**src/rtl/neuron_event_pkg.sv**
```systemverilog
// Shared definitions for the neuron event merge path: default widths, ID width helper
// and the {id, score} event record layout used by consumers of out_id/out_score.
package neuron_event_pkg;

    localparam int SCORE_W_DEF = 4;
    localparam int NUM_CH_DEF  = 4;
    localparam int DEPTH_DEF   = 4;

    function automatic int id_width(input int num_ch);
        return (num_ch > 1) ? $clog2(num_ch) : 1;
    endfunction

    localparam int ID_W_DEF = id_width(NUM_CH_DEF);

    typedef struct packed {
        logic [ID_W_DEF-1:0]    id;
        logic [SCORE_W_DEF-1:0] score;
    } neuron_event_t;

endpackage

```
**src/rtl/event_ch_fifo.sv**
```systemverilog
// Single-channel circular score queue: DEPTH x SCORE_W storage, wrapping rd/wr pointers,
// occupancy count and head data. Push into a full queue and pop from an empty queue are ignored.
module event_ch_fifo
    import neuron_event_pkg::*;
#(
    parameter  int SCORE_W = SCORE_W_DEF,
    parameter  int DEPTH   = DEPTH_DEF,
    localparam int AW      = $clog2(DEPTH)
) (
    input  logic               clk,
    input  logic               rst_n,
    input  logic               push,
    input  logic               pop,
    input  logic [SCORE_W-1:0] din,
    output logic [SCORE_W-1:0] head,
    output logic [AW:0]        count
);

    logic [SCORE_W-1:0] mem_r [DEPTH];
    logic [AW-1:0]      wr_ptr_r;
    logic [AW-1:0]      rd_ptr_r;
    logic [AW:0]        count_r;
    logic               full_s;
    logic               empty_s;
    logic               push_ok_s;
    logic               pop_ok_s;

    // Qualify requests against current occupancy.
    always_comb begin
        full_s    = (count_r == (AW+1)'(DEPTH));
        empty_s   = (count_r == {(AW+1){1'b0}});
        push_ok_s = push && !full_s;
        pop_ok_s  = pop && !empty_s;
    end

    // Storage, pointers and count; pointers wrap naturally since DEPTH is a power of 2.
    always_ff @(posedge clk or negedge rst_n) begin
        if (!rst_n) begin
            for (int i = 0; i < DEPTH; i++) begin
                mem_r[i] <= {SCORE_W{1'b0}};
            end
            wr_ptr_r <= {AW{1'b0}};
            rd_ptr_r <= {AW{1'b0}};
            count_r  <= {(AW+1){1'b0}};
        end else begin
            if (push_ok_s) begin
                mem_r[wr_ptr_r] <= din;
                wr_ptr_r        <= wr_ptr_r + AW'(1);
            end
            if (pop_ok_s) begin
                rd_ptr_r <= rd_ptr_r + AW'(1);
            end
            case ({push_ok_s, pop_ok_s})
                2'b10:   count_r <= count_r + (AW+1)'(1);
                2'b01:   count_r <= count_r - (AW+1)'(1);
                default: count_r <= count_r;
            endcase
        end
    end

    assign head  = mem_r[rd_ptr_r];
    assign count = count_r;

endmodule

```
**src/rtl/neuron_event_merge_fifo.sv**
```systemverilog
// Merges NUM_CH per-neuron score queues onto one registered, ID-tagged stream via round robin.
// Optional feature macro: NEURON_EVENT_LEVEL_EN adds the per-channel fifo_level output.
module neuron_event_merge_fifo
    import neuron_event_pkg::*;
#(
    parameter  int SCORE_W = SCORE_W_DEF,
    parameter  int NUM_CH  = NUM_CH_DEF,
    parameter  int DEPTH   = DEPTH_DEF,
    localparam int ID_W    = id_width(NUM_CH),
    localparam int AW      = $clog2(DEPTH)
) (
    input  logic                      clk,
    input  logic                      rst_n,
    input  logic [NUM_CH-1:0]         score_valid,
    input  logic [NUM_CH*SCORE_W-1:0] score_in,
    output logic [NUM_CH-1:0]         score_ready,
    output logic                      out_valid,
    output logic [SCORE_W-1:0]        out_score,
    output logic [ID_W-1:0]           out_id,
    input  logic                      out_ready,
    output logic [NUM_CH-1:0]         fifo_full,
    output logic [NUM_CH-1:0]         fifo_empty
`ifdef NEURON_EVENT_LEVEL_EN
    ,
    output logic [NUM_CH*(AW+1)-1:0]  fifo_level
`endif
);

    logic [SCORE_W-1:0] head_s  [NUM_CH];
    logic [AW:0]        count_s [NUM_CH];
    logic [NUM_CH-1:0]  full_s;
    logic [NUM_CH-1:0]  empty_s;
    logic [NUM_CH-1:0]  push_s;
    logic [NUM_CH-1:0]  pop_s;
    logic               load_s;
    logic               grant_found_s;
    logic [ID_W-1:0]    grant_id_s;
    logic [ID_W-1:0]    rr_ptr_r;
    logic               out_valid_r;
    logic [SCORE_W-1:0] out_score_r;
    logic [ID_W-1:0]    out_id_r;

    for (genvar c = 0; c < NUM_CH; c++) begin : g_ch
        event_ch_fifo #(
            .SCORE_W (SCORE_W),
            .DEPTH   (DEPTH)
        ) u_fifo (
            .clk   (clk),
            .rst_n (rst_n),
            .push  (push_s[c]),
            .pop   (pop_s[c]),
            .din   (score_in[c*SCORE_W +: SCORE_W]),
            .head  (head_s[c]),
            .count (count_s[c])
        );
`ifdef NEURON_EVENT_LEVEL_EN
        assign fifo_level[c*(AW+1) +: AW+1] = count_s[c];
`endif
    end

    // Queue status; ready depends only on stored state, so a full queue blocks even when popped.
    always_comb begin
        for (int c = 0; c < NUM_CH; c++) begin
            full_s[c]  = (count_s[c] == (AW+1)'(DEPTH));
            empty_s[c] = (count_s[c] == {(AW+1){1'b0}});
            push_s[c]  = score_valid[c] && !full_s[c];
        end
    end

    // Round-robin search starting just after the last granted channel.
    always_comb begin
        grant_found_s = 1'b0;
        grant_id_s    = {ID_W{1'b0}};
        for (int i = 1; i <= NUM_CH; i++) begin
            logic [ID_W-1:0] cand_v;
            cand_v = ID_W'((int'(rr_ptr_r) + i) % NUM_CH);
            if (!grant_found_s && !empty_s[cand_v]) begin
                grant_found_s = 1'b1;
                grant_id_s    = cand_v;
            end else begin
                grant_found_s = grant_found_s;
            end
        end
    end

    // Pop the granted head only when the output register is free to load.
    always_comb begin
        load_s = !out_valid_r || out_ready;
        pop_s  = {NUM_CH{1'b0}};
        for (int c = 0; c < NUM_CH; c++) begin
            pop_s[c] = load_s && grant_found_s && (grant_id_s == ID_W'(c));
        end
    end

    // Output register and RR pointer; ch0 wins first after reset.
    always_ff @(posedge clk or negedge rst_n) begin
        if (!rst_n) begin
            out_valid_r <= 1'b0;
            out_score_r <= {SCORE_W{1'b0}};
            out_id_r    <= {ID_W{1'b0}};
            rr_ptr_r    <= ID_W'(NUM_CH - 1);
        end else if (load_s) begin
            if (grant_found_s) begin
                out_valid_r <= 1'b1;
                out_score_r <= head_s[grant_id_s];
                out_id_r    <= grant_id_s;
                rr_ptr_r    <= grant_id_s;
            end else begin
                out_valid_r <= 1'b0;
            end
        end
    end

    assign score_ready = ~full_s;
    assign fifo_full   = full_s;
    assign fifo_empty  = empty_s;
    assign out_valid   = out_valid_r;
    assign out_score   = out_score_r;
    assign out_id      = out_id_r;

endmodule
```
**config.mk**
```make
export PLATFORM = sky130hd
export DESIGN_NAME = neuron_event_merge_fifo
export DESIGN_NICKNAME = d
export VERILOG_FILES = /design/src/rtl/neuron_event_pkg.sv /design/src/rtl/event_ch_fifo.sv /design/src/rtl/neuron_event_merge_fifo.sv
export SDC_FILE = /design/constraint.sdc
export NUM_CORES = 1
export LEC_CHECK = 0
export CORE_ASPECT_RATIO = 0.5
export CORE_MARGIN = 3
export CORE_UTILIZATION = 35
export DETAILED_ROUTE_END_ITERATION = 12
export SYNTH_ARGS = -nofsm -noshare
export SYNTH_HDL_FRONTEND = slang
export SYNTH_SLANG_ARGS = --single-unit
```
**constraint.sdc**
```tcl
create_clock -name clk -period 8.7 [get_ports clk]
set_clock_uncertainty 0.2 [all_clocks]
set_input_delay 0.87 -clock clk [delete_from_list [all_inputs] [get_ports clk]]
set_output_delay 0.87 -clock clk [all_outputs]
set_load 0.01 [all_outputs]
```
== Word-level counts from Yosys, hierarchy flattened ==
Cells that the tools add are included.

* Logic and storage cells: 191
* Output and inout bits: 19
* Register bits after elaboration: 101
* Input port bits: 23

* Reduce and logical (&&, ||, !) cells: 49
* $add $sub $neg: 20
* Mux-type cells: 48
* $lt $le $gt $ge: 17
* Bitwise operators: 10
* Equal/unequal tests: 15

{| class="wikitable"
|+ Operator list
! operator !! number
|-
| $bwmux 16 || 4
|-
| $mux 4 || 14
|-
| $bmux 4 s2 || 5
|-
| $demux 4 s2 || 4
|-
| $ge 3x3->1 const B || 9
|-
| $not 2->3 || 9
|-
| $logic_and 1x1->1 || 24
|-
| $pmux 3 s2 || 4
|-
| $add 2x1->2 const B || 10
|-
| $logic_not 1->1 || 14
|-
| $add 3x1->3 const B || 4
|-
| $eq 2x2->1 const B || 6
|-
| $eq 3x3->1 const B || 4
|-
| $logic_not 3->1 || 4
|-
| $lt 2x3->1 const B || 4
|-
| $lt 3x1->1 const B || 4
|-
| $sub 3x1->3 const B || 4
|-
| $eq 2x1->1 const B || 5
|-
| $mux 1 || 9
|-
| $bmux 1 s2 || 4
|-
| $mux 2 || 4
|-
| $reduce_bool 2->1 || 4
|-
| $add 2x2->2 const B || 2
|-
| $not 4->4 || 1
|-
| 3 further kinds || 3
|}

== Depth between registers and ports, before layout ==
* Word-level depth: 17
* Gate-level depth with buffers: 12
* Gate-level depth less buffers: 12

== Modules after synthesis ==
Synthesis repeated with hierarchy kept, for this count alone.

* Cells, all modules: 401
* Area, all modules: 5231.3 um2

{| class="wikitable"
|+ Modules (own cells, without submodules)
! module !! area an instance (um2) !! sequential area each (um2) !! instances !! cells each
|-
| event_ch_fifo || 1106.1 || 575.6 || 4 || 76
|-
| neuron_event_merge_fifo || 807.0 || 227.7 || 1 || 97
|}

== Worst setup path before layout ==
OpenSTA, ideal clock, no wires.

* Kind: input-to-reg
* Start: in out_ready
* End: reg g_ch[3].u_fifo.count_r[2]
* Stages: 10
* Library setup time: 79 ps
* Path slack: 5763 ps
* Data arrival time: 2658 ps
* Required time: 8421 ps
* Buffers on the path: 0
* Cells stage by stage: nand2b_1 -> nor2b_2 -> nand3_4 -> nor3_2 -> ha_1 -> inv_1 -> fa_1 -> xor2_1 -> nor2_1 -> xor2_1

* Cells in the longest elaborated chain, start to end: 6
* Elaborated cells on any way between the ends: 8
* Those cells by class: eq/ne: 2; mux: 1; reduce/logical: 5

{| class="wikitable"
|+ Ends and longest elaborated chain
! item !! RTL line !! source
|-
| start, declared || neuron_event_merge_fifo.sv:20 || <nowiki>input logic out_ready,</nowiki>
|-
| $logic_or 1x1->1 * || neuron_event_merge_fifo.sv:88 || <nowiki>load_s = !out_valid_r || out_ready;</nowiki>
|-
| $logic_and 1x1->1 * (2 in a row) || neuron_event_merge_fifo.sv:91 || <nowiki>pop_s[c] = load_s && grant_found_s && (grant_id_s == ID_W'(c));</nowiki>
|-
| $logic_and 1x1->1 * || event_ch_fifo.sv:33 || <nowiki>pop_ok_s = pop && !empty_s;</nowiki>
|-
| via g_ch[3].u_fifo.pop_ok_s || event_ch_fifo.sv:26 || <nowiki>logic pop_ok_s;</nowiki>
|-
| $eq 2x1->1 / $eq 2x2->1 (equally long branches) || event_ch_fifo.sv:53 || <nowiki>case ({push_ok_s, pop_ok_s})</nowiki>
|-
| $pmux 3 s2 / $reduce_bool 2->1 (equally long branches) || -- ||
|-
| end signal, assigned || event_ch_fifo.sv:54 || <nowiki>2'b10: count_r <= count_r + (AW+1)'(1);</nowiki>
|-
| end signal, assigned || event_ch_fifo.sv:55 || <nowiki>2'b01: count_r <= count_r - (AW+1)'(1);</nowiki>
|-
| end signal, assigned || event_ch_fifo.sv:56 || <nowiki>default: count_r <= count_r;</nowiki>
|-
| end, declared || event_ch_fifo.sv:22 || <nowiki>logic [AW:0] count_r;</nowiki>
|}

The timed path passes the listed nets; every way through them passes the cells marked *.
A chain may end at the register's enable or synchronous reset.

== Worst setup path after layout ==
* Start: reg g_ch[1].u_fifo.count_r[2]
* End: reg g_ch[0].u_fifo.count_r[2]

* Cells in the longest elaborated chain, start to end: 17
* Elaborated cells on any way between the ends: 33
* Those cells by class: eq/ne: 2; mux: 17; reduce/logical: 14

{| class="wikitable"
|+ Ends and longest elaborated chain
! item !! RTL line !! source
|-
| start, declared || event_ch_fifo.sv:22 ||
|-
| start signal, assigned || event_ch_fifo.sv:44 || <nowiki>count_r <= {(AW+1){1'b0}};</nowiki>
|-
| start signal, assigned || event_ch_fifo.sv:54 ||
|-
| start signal, assigned || event_ch_fifo.sv:55 ||
|-
| $logic_not 3->1 * || neuron_event_merge_fifo.sv:65 || <nowiki>empty_s[c] = (count_s[c] == {(AW+1){1'b0}});</nowiki>
|-
| $bmux 1 s2 || neuron_event_merge_fifo.sv:77 || <nowiki>if (!grant_found_s && !empty_s[cand_v]) begin</nowiki>
|-
| $mux 1 (not written as such) || neuron_event_merge_fifo.sv:77 ||
|-
| $logic_not 1->1 || neuron_event_merge_fifo.sv:77 ||
|-
| $logic_and 1x1->1 || neuron_event_merge_fifo.sv:77 ||
|-
| $mux 1 || neuron_event_merge_fifo.sv:77 ||
|-
| $logic_not 1->1 || neuron_event_merge_fifo.sv:77 ||
|-
| $logic_and 1x1->1 || neuron_event_merge_fifo.sv:77 ||
|-
| [... 2 more ...] || -- ||
|-
| $logic_and 1x1->1 || neuron_event_merge_fifo.sv:77 ||
|-
| $mux 2 / $mux 1 (equally long branches) || neuron_event_merge_fifo.sv:77 ||
|-
| $logic_not 2->1 / $logic_and 1x1->1 (equally long branches) || neuron_event_merge_fifo.sv:91 ||
|-
| $logic_and 1x1->1 * || neuron_event_merge_fifo.sv:91 ||
|-
| $logic_and 1x1->1 * || event_ch_fifo.sv:33 ||
|-
| via g_ch[0].u_fifo.pop_ok_s || event_ch_fifo.sv:26 ||
|-
| $eq 2x1->1 / $eq 2x2->1 (equally long branches) || event_ch_fifo.sv:53 ||
|-
| $pmux 3 s2 / $reduce_bool 2->1 (equally long branches) || -- ||
|-
| end signal, assigned || event_ch_fifo.sv:54 ||
|-
| end signal, assigned || event_ch_fifo.sv:55 ||
|-
| end signal, assigned || event_ch_fifo.sv:56 ||
|-
| end, declared || event_ch_fifo.sv:22 ||
|}

The timed path passes the listed nets; every way through them passes the cells marked *. The select of a mux whose other input is x is not followed.

==> results by group <==
Outcome
  – Status: finished clean

Clocking
  – Skew-Pair Late Insertion Delay: 0.35 ns
  – Root Driver: clkbuf_16
  – Cts repair resizes: 0
  – Cts-stage hold buffer count: 0
  – Clock Sinks: 101
  – Clk pin slew, worst setup/hold paths: 0.07 ns
  – CTS buffer count: 9
  – Max Root-Sink Buffers: 2
  – Post-CTS setup buffer count: 0
  – H-tree depth: 3
  – CTS tree: done

Timing
  – Final setup TNS: 0 ns
  – Worst Hold Margin: 0.234 ns
  – Fin crit share: 40.1%
  – Fmax: 0.286 GHz
  – Worst-margin pin slew: 0.911 ns
  – Slew Viols, Final: 0
  – Post-route setup slack: 5.21 ns
  – Tmin final: 3.49 ns
  – Final setup vio count: 0
  – Final Hold Viols: 0
  – Slew HR: 39.2%
  – RSZ-0062 raised after global routing: no

Synthesis
  – Cell taking the most area after synthesis: dfrtp_1
  – Seq/Total Area, Yosys: 50.3%
  – Synth cell types: 43
  – Yosys top cell area share: 49.2%
  – Synth Net Count: 422
  – #FFs+latches synth: 101
  – Post-Syn Area: 5030 sq um
  – Syn_area_per_cell: 13.4 sq um
  – Synth Warn #: 0
  – Syn Inst Count: 375
  – Top cells by area, synth: dfrtp_1 49%, mux2_2 14%, mux4_2 7.2%

Critical path
  – CP max stage cell: a211oi_4
  – Crit path arrival time: 3.56 ns
  – Worst stage delay on the critical path: 0.78 ns
  – Delay-heaviest family, CP: compound AO/OA/AOI/OAI gates
  – Worst Path Buf+Inv: 2
  – Worst EP required: 8.77 ns
  – Worst Path Max Fanout: 14
  – Worst-path cell chain: nor3_4 -> o22ai_2 -> a211oi_4 -> inv_2 -> nor2_1 -> ha_1 -> inv_1 -> fa_1 -> xor2_1 -> nor2_1 -> xor2_1
  – Worst Setup End Kind: register
  – Setup crit start kind: register
  – Crit Path Class: reg -> reg
  – Worst R2R Setup Slack: 5.21 ns

Pwr
  – Sw Share: 35.2%
  – Internal: 0.00151 W
  – Power density over cell area: 395 nW/um^2
  – Comb power frac: 43.0%
  – Static Leak: 2.56 nW
  – Seq pwr share: 39.2%
  – Net load switching power: 0.000819 W
  – Clock power frac: 17.8%
  – Maximum VDD drop: 0.133 mV

Cells and area
  – Final Non-Filler Cells: 608
  – Most frequent cells in the layout: 99 x dfrtp_1, 64 x mux2_2, 40 x clkdlybuf4s50_1, 33 x nand2_1, 30 x inv_1
  – Area added between synthesis and finish: 17.1%
  – Layout cell share with drive strength beyond 1: 27.9%
  – Post-route design area: 5890 sq um
  – Commonest non-fill, non-tap cell in the layout: dfrtp_1
  – Layout Nets: 458
  – Number of diodes: 0
  – Fill cells: 1326

GRT
  – Global Route Usage Sum: 12.5%
  – GRT overflow: 0
  – First-pass GRT wire length: 15700 um
  – Vias in the first global route: 2978
  – Antenna violations before repair: 0
  – Largest net degree at the start of global routing: 73

Die
  – I/O pin count: 42
  – Die area: 15900 sq um
  – Die height: 90.8 um
  – Core box area: 13800 sq um
  – Die X: 176 um
  – # rows: 30
  – Starting Density: 36.4%

Drt
  – DRC viols: 0
  – First-pass DRT Iterations: 4
  – Routed vias: 2838
  – Antenna Nets Post-Route: 0
  – DRT iter0 DRCs: 138
  – Final wirelength: 9140 um
  – Wire per inst: 15.0 um
  – DR vias/cell: 4.67

Placed design
  – DP Worst Slack: 5.12 ns
  – Port bufs: 41
  – Cell Count Post-Placement: 592
  – Area after DPL: 5590 sq um
  – GPL Wtd Cong: 0.728
  – Post-DP HPWL: 6660 um

Flow run
  – Max-cap viol count: 0

Hold path
  – Hold Path Class: in -> async
==> registers in the layout, indices dropped and copies added (netlist names) <==
register / cells
out_score: 4
g_ch.u_fifo.wr_ptr_r: 8
g_ch.u_fifo.mem_r: 64
out_id: 2
out_valid: 1
g_ch.u_fifo.rd_ptr_r: 8
g_ch.u_fifo.count: 12
rr_ptr_r: 2
==> final cells by class <==
class	count	area, sq um	area share (%)
Clock buffer	10	239	4.05
Clock inverter	6	68.8	1.17
Inverter	31	116	1.97
Multi-Input combinational cell	226	2280	38.8
Sequential cell	101	2530	42.9
Tap cell	192	240	4.08
Timing Repair Buffer	42	415	7.05
==> logic make-up after synthesis <==
family          count (synthesis)  share of synthesized area (%)
mux                            89                           23.3
fa+ha+maj                      24                           6.56
compound gates                 22                           3.38
buf+inv                        48                           4.33
simple gates                   67                           8.01
xor+xnor                       24                           4.18
flops                         101                           50.3
==> final timing paths <==
path                       depth (start not counted)                         end                     from
max                                               11     g_ch[0].u_fifo.count[2]  g_ch[1].u_fifo.count[2]
min                                                1     g_ch[3].u_fifo.mem_r[2]                    rst_n
max reg2reg                                       11     g_ch[0].u_fifo.count[2]  g_ch[1].u_fifo.count[2]
min reg2reg                                        2                   out_id[1]                out_id[1]
max in group asynchronous                          2  g_ch[2].u_fifo.wr_ptr_r[0]                    rst_n
min in group clk                                   2                   out_id[1]                out_id[1]
==> worst reg2reg max path: stages, from the launching register on <==
cell and delay [ns]:
dfrtp_1 0.44, nor3_4 0.41, o22ai_2 0.15, a211oi_4 0.78
inv_2 0.17, nor2_1 0.22, ha_1 0.21, inv_1 0.06
fa_1 0.37, xor2_1 0.15, nor2_1 0.11, xor2_1 0.15
==> power by group through the flow <==
stage               clock network [W]  registers [W]  logic (W)
global route                 0.000447       0.000951    0.00112
finish                       0.000414       0.000911    0.00100
global placement                    0       0.000916    0.00100
CTS                          0.000426       0.000915    0.00102
detailed placement                  0       0.000923    0.00102
floorplan                           0       0.000849   0.000822
==> per-layer routing <==
metal | vias up | track usage, % | routed length [um]
li1 | 1358 | - | -
met1 | 1444 | 17.5 | 4440
met2 | 26 | 19.1 | 4350
met3 | 10 | 3.27 | 243
met4 | 0 | 3.75 | 106
met5 | - | 0 | 0
==> through the flow <==
step	utilization, %	power (W)
4_1_cts	42.7	0.00236
3_5_place_dp	40.4	0.00194
6_report	42.7	0.00233
5_1_grt	42.7	0.00252
2_1_floorplan	-	0.00167
3_3_place_gp	40.4	0.00192
==> cells in the mapped netlist (all sizes together) <==
cell type   n
a211oi      1
a21boi      1
a21o        1
a21oi       1
and2        5
and4        1
buf        13
clkbuf      4
dfrtp      99
dfstp       2
fa          4
ha         20
inv        31
mux2       64
mux2i       9
mux4       16
nand2      33
nand2b      3
nand3       5
nor2        5
nor2b       1
nor3        8
nor3b       1
nor4b       3
o21a        2
o21ai       8
o221ai      4
o22ai       2
o31a        2
or2         1
or3         1
xnor2       9
xor2       15
Note: power is estimated with default switching activity, not from simulation.
